File: src/rtl/pacman_pkg.sv
// Shared definitions for the Pacman game logic.
//   phase_t        : encoding of the frame scheduler phases, also driven on
//                    the scheduler's phase output for status/debug.
//   FRAME_DIV_60HZ : clk cycles per frame at 100 MHz / 60 Hz, so every block
//                    that derives a frame rate agrees on it.
package pacman_pkg;

    typedef enum logic [2:0] {
        PH_IDLE    = 3'd0,
        PH_INPUT   = 3'd1,
        PH_PAC     = 3'd2,
        PH_GHOST   = 3'd3,
        PH_COLLIDE = 3'd4
    } phase_t;

    localparam int FRAME_DIV_60HZ = 1_666_667;

endpackage

File: src/rtl/frame_divider.sv
// Free-running frame divider.
// Counts 0..TICK_DIV-1 forever and raises frame_tick for the single cycle in
// which the count sits at TICK_DIV-1; the count then wraps to 0.
// Ports:
//   clk        in   system clock
//   reset      in   asynchronous, active-low
//   frame_tick out  one-cycle pulse per frame
module frame_divider
    import pacman_pkg::*;
#(
    parameter int TICK_DIV = FRAME_DIV_60HZ
) (
    input  logic clk,
    input  logic reset,
    output logic frame_tick
);

    localparam int CNT_W = $clog2(TICK_DIV);
    localparam logic [CNT_W-1:0] LAST = CNT_W'(TICK_DIV - 1);

    logic [CNT_W-1:0] count;

    always_ff @(posedge clk or negedge reset) begin
        if (!reset) begin
            count <= '0;
        end else if (count == LAST) begin
            count <= '0;
        end else begin
            count <= count + 1'b1;
        end
    end

    assign frame_tick = (count == LAST);

endmodule

File: src/rtl/frame_scheduler.sv
// Frame-level sequencer for the Pacman game logic.
// Each accepted frame runs INPUT -> PAC -> GHOST (one slot per ghost, only on
// ghost frames) -> COLLIDE -> IDLE.
//
// Handshake with each subsystem: the scheduler raises *_start for exactly the
// first cycle of a phase (for ghosts, of each ghost slot). The subsystem
// answers with a one-cycle *_done on any later cycle of that phase; a done in
// the start cycle itself, or outside its own phase, is ignored. If no done
// comes within WDOG cycles the watchdog flags wdog_err and the phase advances
// as if the done had arrived.
//
// Ports:
//   clk, reset               clock, asynchronous active-low reset
//   run                      1 = accept frames, 0 = paused (divider runs on)
//   frame_tick               frame strobe from the divider
//   in_start/in_done         input sampler handshake
//   pac_start/pac_done       Pacman mover handshake
//   ghost_start/ghost_done   ghost mover handshake, ghost_id = slot served
//   col_start/col_done       collision checker handshake
//   phase                    current phase (phase_t encoding), busy = !IDLE
//   overrun, overrun_cnt     sticky dropped-frame flag, saturating count
//   wdog_err                 sticky phase-timeout flag
//   clear_err                synchronous clear of the three error outputs
module frame_scheduler
    import pacman_pkg::*;
#(
    parameter int TICK_DIV   = FRAME_DIV_60HZ,
    parameter int NUM_GHOSTS = 4,
    parameter int GHOST_DIV  = 2,
    parameter int WDOG       = 1023
) (
    input  logic       clk,
    input  logic       reset,
    input  logic       run,
    output logic       frame_tick,
    output logic       in_start,
    input  logic       in_done,
    output logic       pac_start,
    input  logic       pac_done,
    output logic       ghost_start,
    output logic [2:0] ghost_id,
    input  logic       ghost_done,
    output logic       col_start,
    input  logic       col_done,
    output logic [2:0] phase,
    output logic       busy,
    output logic       overrun,
    output logic [7:0] overrun_cnt,
    output logic       wdog_err,
    input  logic       clear_err
);

    localparam int WD_W = $clog2(WDOG + 1);
    localparam logic [WD_W-1:0] WD_LAST    = WD_W'(WDOG - 1);
    localparam logic [2:0]      LAST_GHOST = 3'(NUM_GHOSTS - 1);
    localparam logic [3:0]      GDIV_LAST  = 4'(GHOST_DIV - 1);

    phase_t          state;
    logic [WD_W-1:0] wd;
    logic [3:0]      gframe;
    logic            start_now;
    logic            done_sel;
    logic            timeout;
    logic            advance;
    logic            drop;

    frame_divider #(
        .TICK_DIV(TICK_DIV)
    ) u_div (
        .clk       (clk),
        .reset     (reset),
        .frame_tick(frame_tick)
    );

    // Only the start of the current phase can be high, so OR-ing them marks
    // the first cycle of a phase or ghost slot.
    assign start_now = in_start | pac_start | ghost_start | col_start;

    always_comb begin
        done_sel = 1'b0;
        case (state)
            PH_INPUT:   done_sel = in_done;
            PH_PAC:     done_sel = pac_done;
            PH_GHOST:   done_sel = ghost_done;
            PH_COLLIDE: done_sel = col_done;
            default:    done_sel = 1'b0;
        endcase
    end

    // The watchdog reaches WDOG on the edge where it currently reads WDOG-1.
    assign timeout = (state != PH_IDLE) && (wd == WD_LAST);
    assign advance = (state != PH_IDLE) && ((done_sel && !start_now) || timeout);
    assign drop    = frame_tick && (state != PH_IDLE);

    always_ff @(posedge clk or negedge reset) begin
        if (!reset) begin
            state       <= PH_IDLE;
            busy        <= 1'b0;
            in_start    <= 1'b0;
            pac_start   <= 1'b0;
            ghost_start <= 1'b0;
            col_start   <= 1'b0;
            ghost_id    <= '0;
            gframe      <= '0;
            wd          <= '0;
            overrun     <= 1'b0;
            overrun_cnt <= '0;
            wdog_err    <= 1'b0;
        end else begin
            in_start    <= 1'b0;
            pac_start   <= 1'b0;
            ghost_start <= 1'b0;
            col_start   <= 1'b0;

            case (state)
                PH_IDLE: begin
                    if (frame_tick && run) begin
                        state    <= PH_INPUT;
                        busy     <= 1'b1;
                        in_start <= 1'b1;
                    end
                end
                PH_INPUT: begin
                    if (advance) begin
                        state     <= PH_PAC;
                        pac_start <= 1'b1;
                    end
                end
                PH_PAC: begin
                    if (advance) begin
                        // The ghost frame counter steps once per frame here,
                        // after this frame's ghost decision has used it.
                        gframe <= (gframe == GDIV_LAST) ? 4'd0 : gframe + 4'd1;
                        if (gframe == 4'd0) begin
                            state       <= PH_GHOST;
                            ghost_start <= 1'b1;
                        end else begin
                            state     <= PH_COLLIDE;
                            col_start <= 1'b1;
                        end
                    end
                end
                PH_GHOST: begin
                    if (advance) begin
                        if (ghost_id < LAST_GHOST) begin
                            ghost_id    <= ghost_id + 3'd1;
                            ghost_start <= 1'b1;
                        end else begin
                            ghost_id  <= '0;
                            state     <= PH_COLLIDE;
                            col_start <= 1'b1;
                        end
                    end
                end
                PH_COLLIDE: begin
                    if (advance) begin
                        state <= PH_IDLE;
                        busy  <= 1'b0;
                    end
                end
                default: begin
                    state <= PH_IDLE;
                    busy  <= 1'b0;
                end
            endcase

            // Restart on every phase/slot entry, count while waiting.
            if (state == PH_IDLE || advance) begin
                wd <= '0;
            end else begin
                wd <= wd + 1'b1;
            end

            // Error flags: a new event in the same cycle as clear_err wins.
            if (timeout) begin
                wdog_err <= 1'b1;
            end else if (clear_err) begin
                wdog_err <= 1'b0;
            end

            if (drop) begin
                overrun <= 1'b1;
                if (clear_err) begin
                    overrun_cnt <= 8'd1;
                end else if (overrun_cnt != 8'hFF) begin
                    overrun_cnt <= overrun_cnt + 8'd1;
                end
            end else if (clear_err) begin
                overrun     <= 1'b0;
                overrun_cnt <= '0;
            end
        end
    end

    assign phase = state;

endmodule

File: config.mk
export PLATFORM = sky130hd
export DESIGN_NAME = frame_scheduler
export DESIGN_NICKNAME = d
export VERILOG_FILES = /design/src/rtl/pacman_pkg.sv /design/src/rtl/frame_divider.sv /design/src/rtl/frame_scheduler.sv
export SDC_FILE = /design/constraint.sdc
export NUM_CORES = 1
export LEC_CHECK = 0
export CORE_MARGIN = 3
export CORE_UTILIZATION = 25
export CTS_CLUSTER_SIZE = 10
export DETAILED_ROUTE_END_ITERATION = 12
export PLACE_DENSITY = 0.42
export SYNTH_ARGS = -nofsm -noshare
export SYNTH_HDL_FRONTEND = slang
export SYNTH_SLANG_ARGS = --single-unit
export TNS_END_PERCENT = 50
File: constraint.sdc
create_clock -name clk -period 2.75 [get_ports clk]
set_clock_uncertainty 0.1 [all_clocks]
set_input_delay 0.55 -clock clk [delete_from_list [all_inputs] [get_ports clk]]
set_output_delay 0.55 -clock clk [all_outputs]
set_load 0.01 [all_outputs]
=== Yosys cells after proc, flatten, opt, wreduce, memory -nomap -nowiden ===
Cells that the tools add are included.
Widths: inputs -> output; s select.

* Muxes and demuxes: 37
* Magnitude comparators: 1
* $mul: 0
* $add $sub $neg: 5
* Bitwise operators: 4
* Div/mod/pow operators: 0
* Eq/ne operators: 14
* Reduce and logical (&&, ||, !) cells: 20
* Shifts and indexed selects: 0

{| class="wikitable"
|+ Operators by type and width
! cell !! number
|-
| $mux 8 || 4
|-
| $mux 3 || 8
|-
| $add 21x1->21 const B || 1
|-
| $eq 21x21->1 const B || 1
|-
| $mux 21 || 1
|-
| $mux 1 || 17
|-
| $pmux 3 s5 || 1
|-
| $ne 2x2->1 const B || 6
|-
| $add 10x1->10 const B || 1
|-
| $eq 10x10->1 const B || 1
|-
| $mux 10 || 1
|-
| $add 8x1->8 const B || 1
|-
| $ne 8x8->1 const B || 1
|-
| $eq 3x2->1 const B || 2
|-
| $reduce_and 2->1 || 3
|-
| $reduce_and 6->1 || 1
|-
| $reduce_bool 2->1 || 3
|-
| $logic_and 1x1->1 || 5
|-
| $add 4x1->4 const B || 1
|-
| $eq 4x1->1 const B || 1
|-
| $logic_not 4->1 || 1
|-
| $mux 4 || 1
|-
| $pmux 1 s2 || 2
|-
| $pmux 1 s4 || 1
|-
| other kinds (13) || 16
|}

* Bits in registers: 56
* Memories: 0
* Bits of input ports: 8
* Memory bits (writable): 0
* ROM bits: 0
* Latch bits: 0

=== Depth between registers and ports, before layout ===
* Depth after elaboration: 9
* Depth in mapped cells: 8
* Depth with buffers taken out: 8

=== Hierarchy ===
A second synthesis with hierarchy kept.

* Cells, all modules: 277
* Area total of the unflattened synthesis: 2854.0 um^2

{| class="wikitable"
|+ Modules (own cells, without submodules)
! module !! cells an instance !! area an instance (um^2) !! times used !! seq. area each (um^2)
|-
| frame_scheduler || 177 || 1756.7 || 1 || 875.8
|-
| frame_divider || 100 || 1097.3 || 1 || 525.5
|}

=== Worst setup path before layout ===
No wires, ideal clock.

* Kind: register to register
* From: register u_div.count[0]
* To: register overrun_cnt[4]
* Cell stages (with the launch flop): 8
* Arrival: 2.012 ns
* Library setup time: 0.128 ns
* Setup slack: 0.510 ns
* Path buffers: 0
* Cells stage by stage: dfrtp_1 -> inv_1 -> ha_1 -> or3b_1 -> nor4_4 -> nand2_1 -> nor4_1 -> mux2_1

* Cells in the longest elaborated chain, start to end: 4

{| class="wikitable"
|+ RTL lines
! element !! RTL line !! RTL
|-
| start, declared || frame_divider.sv:21 || <nowiki>logic [CNT_W-1:0] count;</nowiki>
|-
| start signal, assigned || frame_divider.sv:29 || <nowiki>count <= count + 1'b1;</nowiki>
|-
| $eq 21x21->1 (*) || frame_divider.sv:33 || <nowiki>assign frame_tick = (count == LAST);</nowiki>
|-
| $logic_and 1x1->1 (*) || frame_scheduler.sv:93 || <nowiki>assign drop = frame_tick && (state != PH_IDLE);</nowiki>
|-
| $reduce_bool 2->1 (no line) || -- ||
|-
| $reduce_and 2->1 (no line) || -- ||
|-
| end signal, assigned || frame_scheduler.sv:186 || <nowiki>overrun_cnt <= overrun_cnt + 8'd1;</nowiki>
|-
| end, declared || frame_scheduler.sv:48 || <nowiki>output logic [7:0] overrun_cnt,</nowiki>
|}

Every way passes the cells marked *; elsewhere a longest branch is shown, timed or not.
A chain may end at the register's enable or synchronous reset.

=== Final worst setup path ===
* From: register u_div.count[0]
* To: output frame_tick

* Cells in the longest elaborated chain, start to end: 1

{| class="wikitable"
|+ RTL lines
! element !! RTL line !! RTL
|-
| $eq 21x21->1 || frame_divider.sv:33 ||
|-
| end, declared || frame_scheduler.sv:35 || <nowiki>output logic frame_tick,</nowiki>
|}

No other way between the ends.

==> impl_results.md <==
- DR DRC count: 0
- CTS Buffer Depth: 2
- Gr usage total: 10.57%
- Sum Neg Setup Slack: 0 ns
- Clk_lat worst skew: 0.30 ns
- Synth Area per Inst: 10.09 µm²
- Crit. End Element: output pin
- Worst setup SP type: register
- Sequential-to-total area share from yosys stat: 48.40%
- Final non-filler cell total: 466
- Total wire length: 6376 µm
- Int Pwr: 1.291 mW
- Worst slew pin tran: 0.7266 ns
- Die Span X: 113.6 µm
- Warning count from the yosys run: 0
- Post-Synthesis Cells: 287
- I/O pins: 30
- Final Hold Vio Count: 0
- R2r endpoint: overrun_cnt[4]$_DFFE_PN0P_
- WP data arrival: 1.91 ns
- Clock network fraction of total power: 47.5%
- Crit path max-delay family: simple AND/OR/NAND/NOR gates
- Number of synthesized flops with an enable pin: 0
- DR pass1 iterations: 4
- Initial antenna violation count: 0
- Post-Synthesis Net Count: 301
- Status: finished clean
- Setup CP Type: register to output pin
- Combinational power share: 2.0%
- #FFs+latches synth: 56
- Global-route wire length before repair: 11,050 µm
- Hpwl dp: 4511 µm
- Placed Area: 0.003374 mm²
- Critical path's slowest cell: or3b_1
- DR iter-0 viols: 68
- Leak: 1.548 nW
- RSZ-0062 raised after global routing: no
- Cells on worst reg2reg path: 8
- Setup Slack @ Placement: 0.1173 ns
- Power Total: 1.628 mW
- Max incr delay on CP: 0.39 ns
- Fin area: 0.003553 mm²
- CTS tree: yes
- Post-Syn Area: 0.002895 mm²
- Ant. Diodes: 0
- Final Slew Violations: 0
- Num CTS Buffers: 5
- Gpl congestion: 0.7276
- Async set-reset flop share out of synthesis: 100.0%
- Worst path bufs/invs: 3
- Distinct cells, synth: 57
- Worst hold-check path type: input pin to async pin
- Post-route ant nets: 0
- Max-cap violations: 0
- Share of layout cells above drive strength 1: 10.74%
- CTS clk-pin slew, worst paths: 0.08 ns
- P_sw: 337.3 µW
- Total congestion overflow: 0
- Largest net degree at the start of global routing: 57
- H-tree levels: 2
- Initial core utilization: 26.14%
- Vias/cell: 4.650
- Max VDD drop: 0.2667 mV
- Worst R2R Setup Slack: 0.42 ns
- Finish-stage setup viols: 0
- Most common cell after layout, fill and taps aside: dfrtp_1
- Tcrit/Tclk final: 93.25%
- Seq pwr share: 50.5%
- Switching Share: 20.72%
- P per Cell Area: 458.1 mW/mm²
- I/O Buffers: 29
- CP Max Fanout: 2
- Final worst path period need: 2.564 ns
- Worst EP required: 2.10 ns
- Placed cells: 458
- Most frequent cells in the layout: 56 x dfrtp_1, 45 x nor2_1, 27 x clkdlybuf4s50_1
- Cts hold-fix bufs: 0
- Most used DFF post-synth: dfrtp_1
- Vias in the first global route: 2,131
- DR vias: 2,167
- Cell Rows: 38
- Clock root cell: clkbuf_16
- Crit-path cells: inv_1 -> ha_1 -> or3b_1 -> nor4_4 -> nand2_2 -> inv_2 -> dlygate4sd2_1
- Area Overhead vs Synth: 22.73%
- Die Y: 113.6 µm
- Die ar.: 0.01291 mm²
- FF-to-FF Start: u_div.count[0]$_DFF_PN0_
- Post-route setup slack: 0.1856 ns
- CP Depth: 7
- Sink Count: 56
- Setup crit start: u_div.count[0]$_DFF_PN0_
- Slew HR: 51.56%
- Final net count: 339
- Post-CTS Setup Bufs: 0
- CP endpoint: frame_tick
- Routed len/inst: 13.68 µm
- Fmax: 390.0 MHz
- Core Box Area: 0.01108 mm²
[final cells by class]
| cell class | instances | area (µm²) |
|---|---|---|
| clock buffers | 6 | 138.9 |
| flip-flops and latches | 56 | 1401 |
| well taps | 140 | 175.2 |
| clock inverters | 2 | 38.79 |
| multi-input cells | 215 | 1418 |
| fillers | 1170 | 7525 |
| repair buffers | 37 | 344.1 |
| inverters | 10 | 37.54 |
[synth_stat cells, drive strengths merged, types with 6 or more instances]
| cell type | number | area share [%] |
|---|---|---|
| dfrtp | 56 | 48 |
| xor2 | 14 | 4.2 |
| nor3 | 6 | 1.0 |
| mux2 | 7 | 2.7 |
| ha | 6 | 2.6 |
| nand3 | 25 | 4.7 |
| nand2 | 22 | 2.9 |
| nor2b | 7 | 1.5 |
| inv | 10 | 1.3 |
| xnor2 | 15 | 4.5 |
| and3 | 7 | 1.6 |
| nor2 | 45 | 5.8 |
| o21ai | 7 | 1.3 |
| nand4 | 8 | 2.2 |
[sequential cells by signal, summed over array words and instances (netlist names)]
register,cells
u_div.count,21
wd,10
overrun_cnt,8
gframe,4
ghost_id,3
phase,3
busy,1
col_start,1
ghost_start,1
in_start,1
overrun,1
pac_start,1
wdog_err,1
[per-stage QoR]
step                      util, %  hold slack (ns)
after floorplan                 -           0.1544
after global placement      30.46           0.3608
after detailed placement    30.46           0.3718
after CTS                   32.05           0.3408
after global routing        32.08           0.3697
final                       32.08           0.2909
[what timing repair did]
| action | 4_1_cts | 5_1_grt |
|---|---|---|
| pin swaps | 1 | 1 |
| endpoints found under the setup margin | 1 | 1 |
| gates resized for setup | 1 | 1 |
[per-layer routing]
metal	wire length (µm)	GRT usage (%)	part of all wire (%)	vias to the layer above
met5	0	0	0	-
met4	69	2.564	1.1	0
met3	281	3.448	4.4	6
met2	2835	15.55	44	34
met1	3190	15.06	50	1042
li1	-	-	-	1085
[power by group through the flow]
stage	combinational [mW]	clock (mW)	sequential, mW
floorplan	0.00438	0	0.839
global placement	0.0345	0	0.839
detailed placement	0.0350	0	0.839
CTS	0.0350	0.797	0.822
global route	0.0380	0.832	0.823
finish	0.0320	0.773	0.823
[kinds of logic after synthesis]
| family | count (synthesis) | synth area share [%] |
|---|---|---|
| XOR/XNOR | 29 | 8.773 |
| buffers and inverters | 16 | 2.722 |
| adder cells (fa/ha/maj) | 6 | 2.593 |
| AND/OR/NAND/NOR | 148 | 28.44 |
| flip-flops | 56 | 48.40 |
| AO/OA/AOI/OAI | 22 | 5.316 |
| multiplexers | 10 | 3.760 |
[how the worst min path moves through the flow]
stage	cells after the start	end	slack, ns
6_report	2	gframe[2]$_DFFE_PN0P_	0.29
5_1_grt	2	gframe[2]$_DFFE_PN0P_	0.37
4_1_cts	2	gframe[2]$_DFFE_PN0P_	0.34
3_5_place_dp	1	gframe[3]$_DFFE_PN0P_	0.37
3_3_place_gp	1	gframe[3]$_DFFE_PN0P_	0.36
2_1_floorplan	0	busy$_DFFE_PN0P_	0.15
No activity file was read; power rests on OpenSTA's default activity.
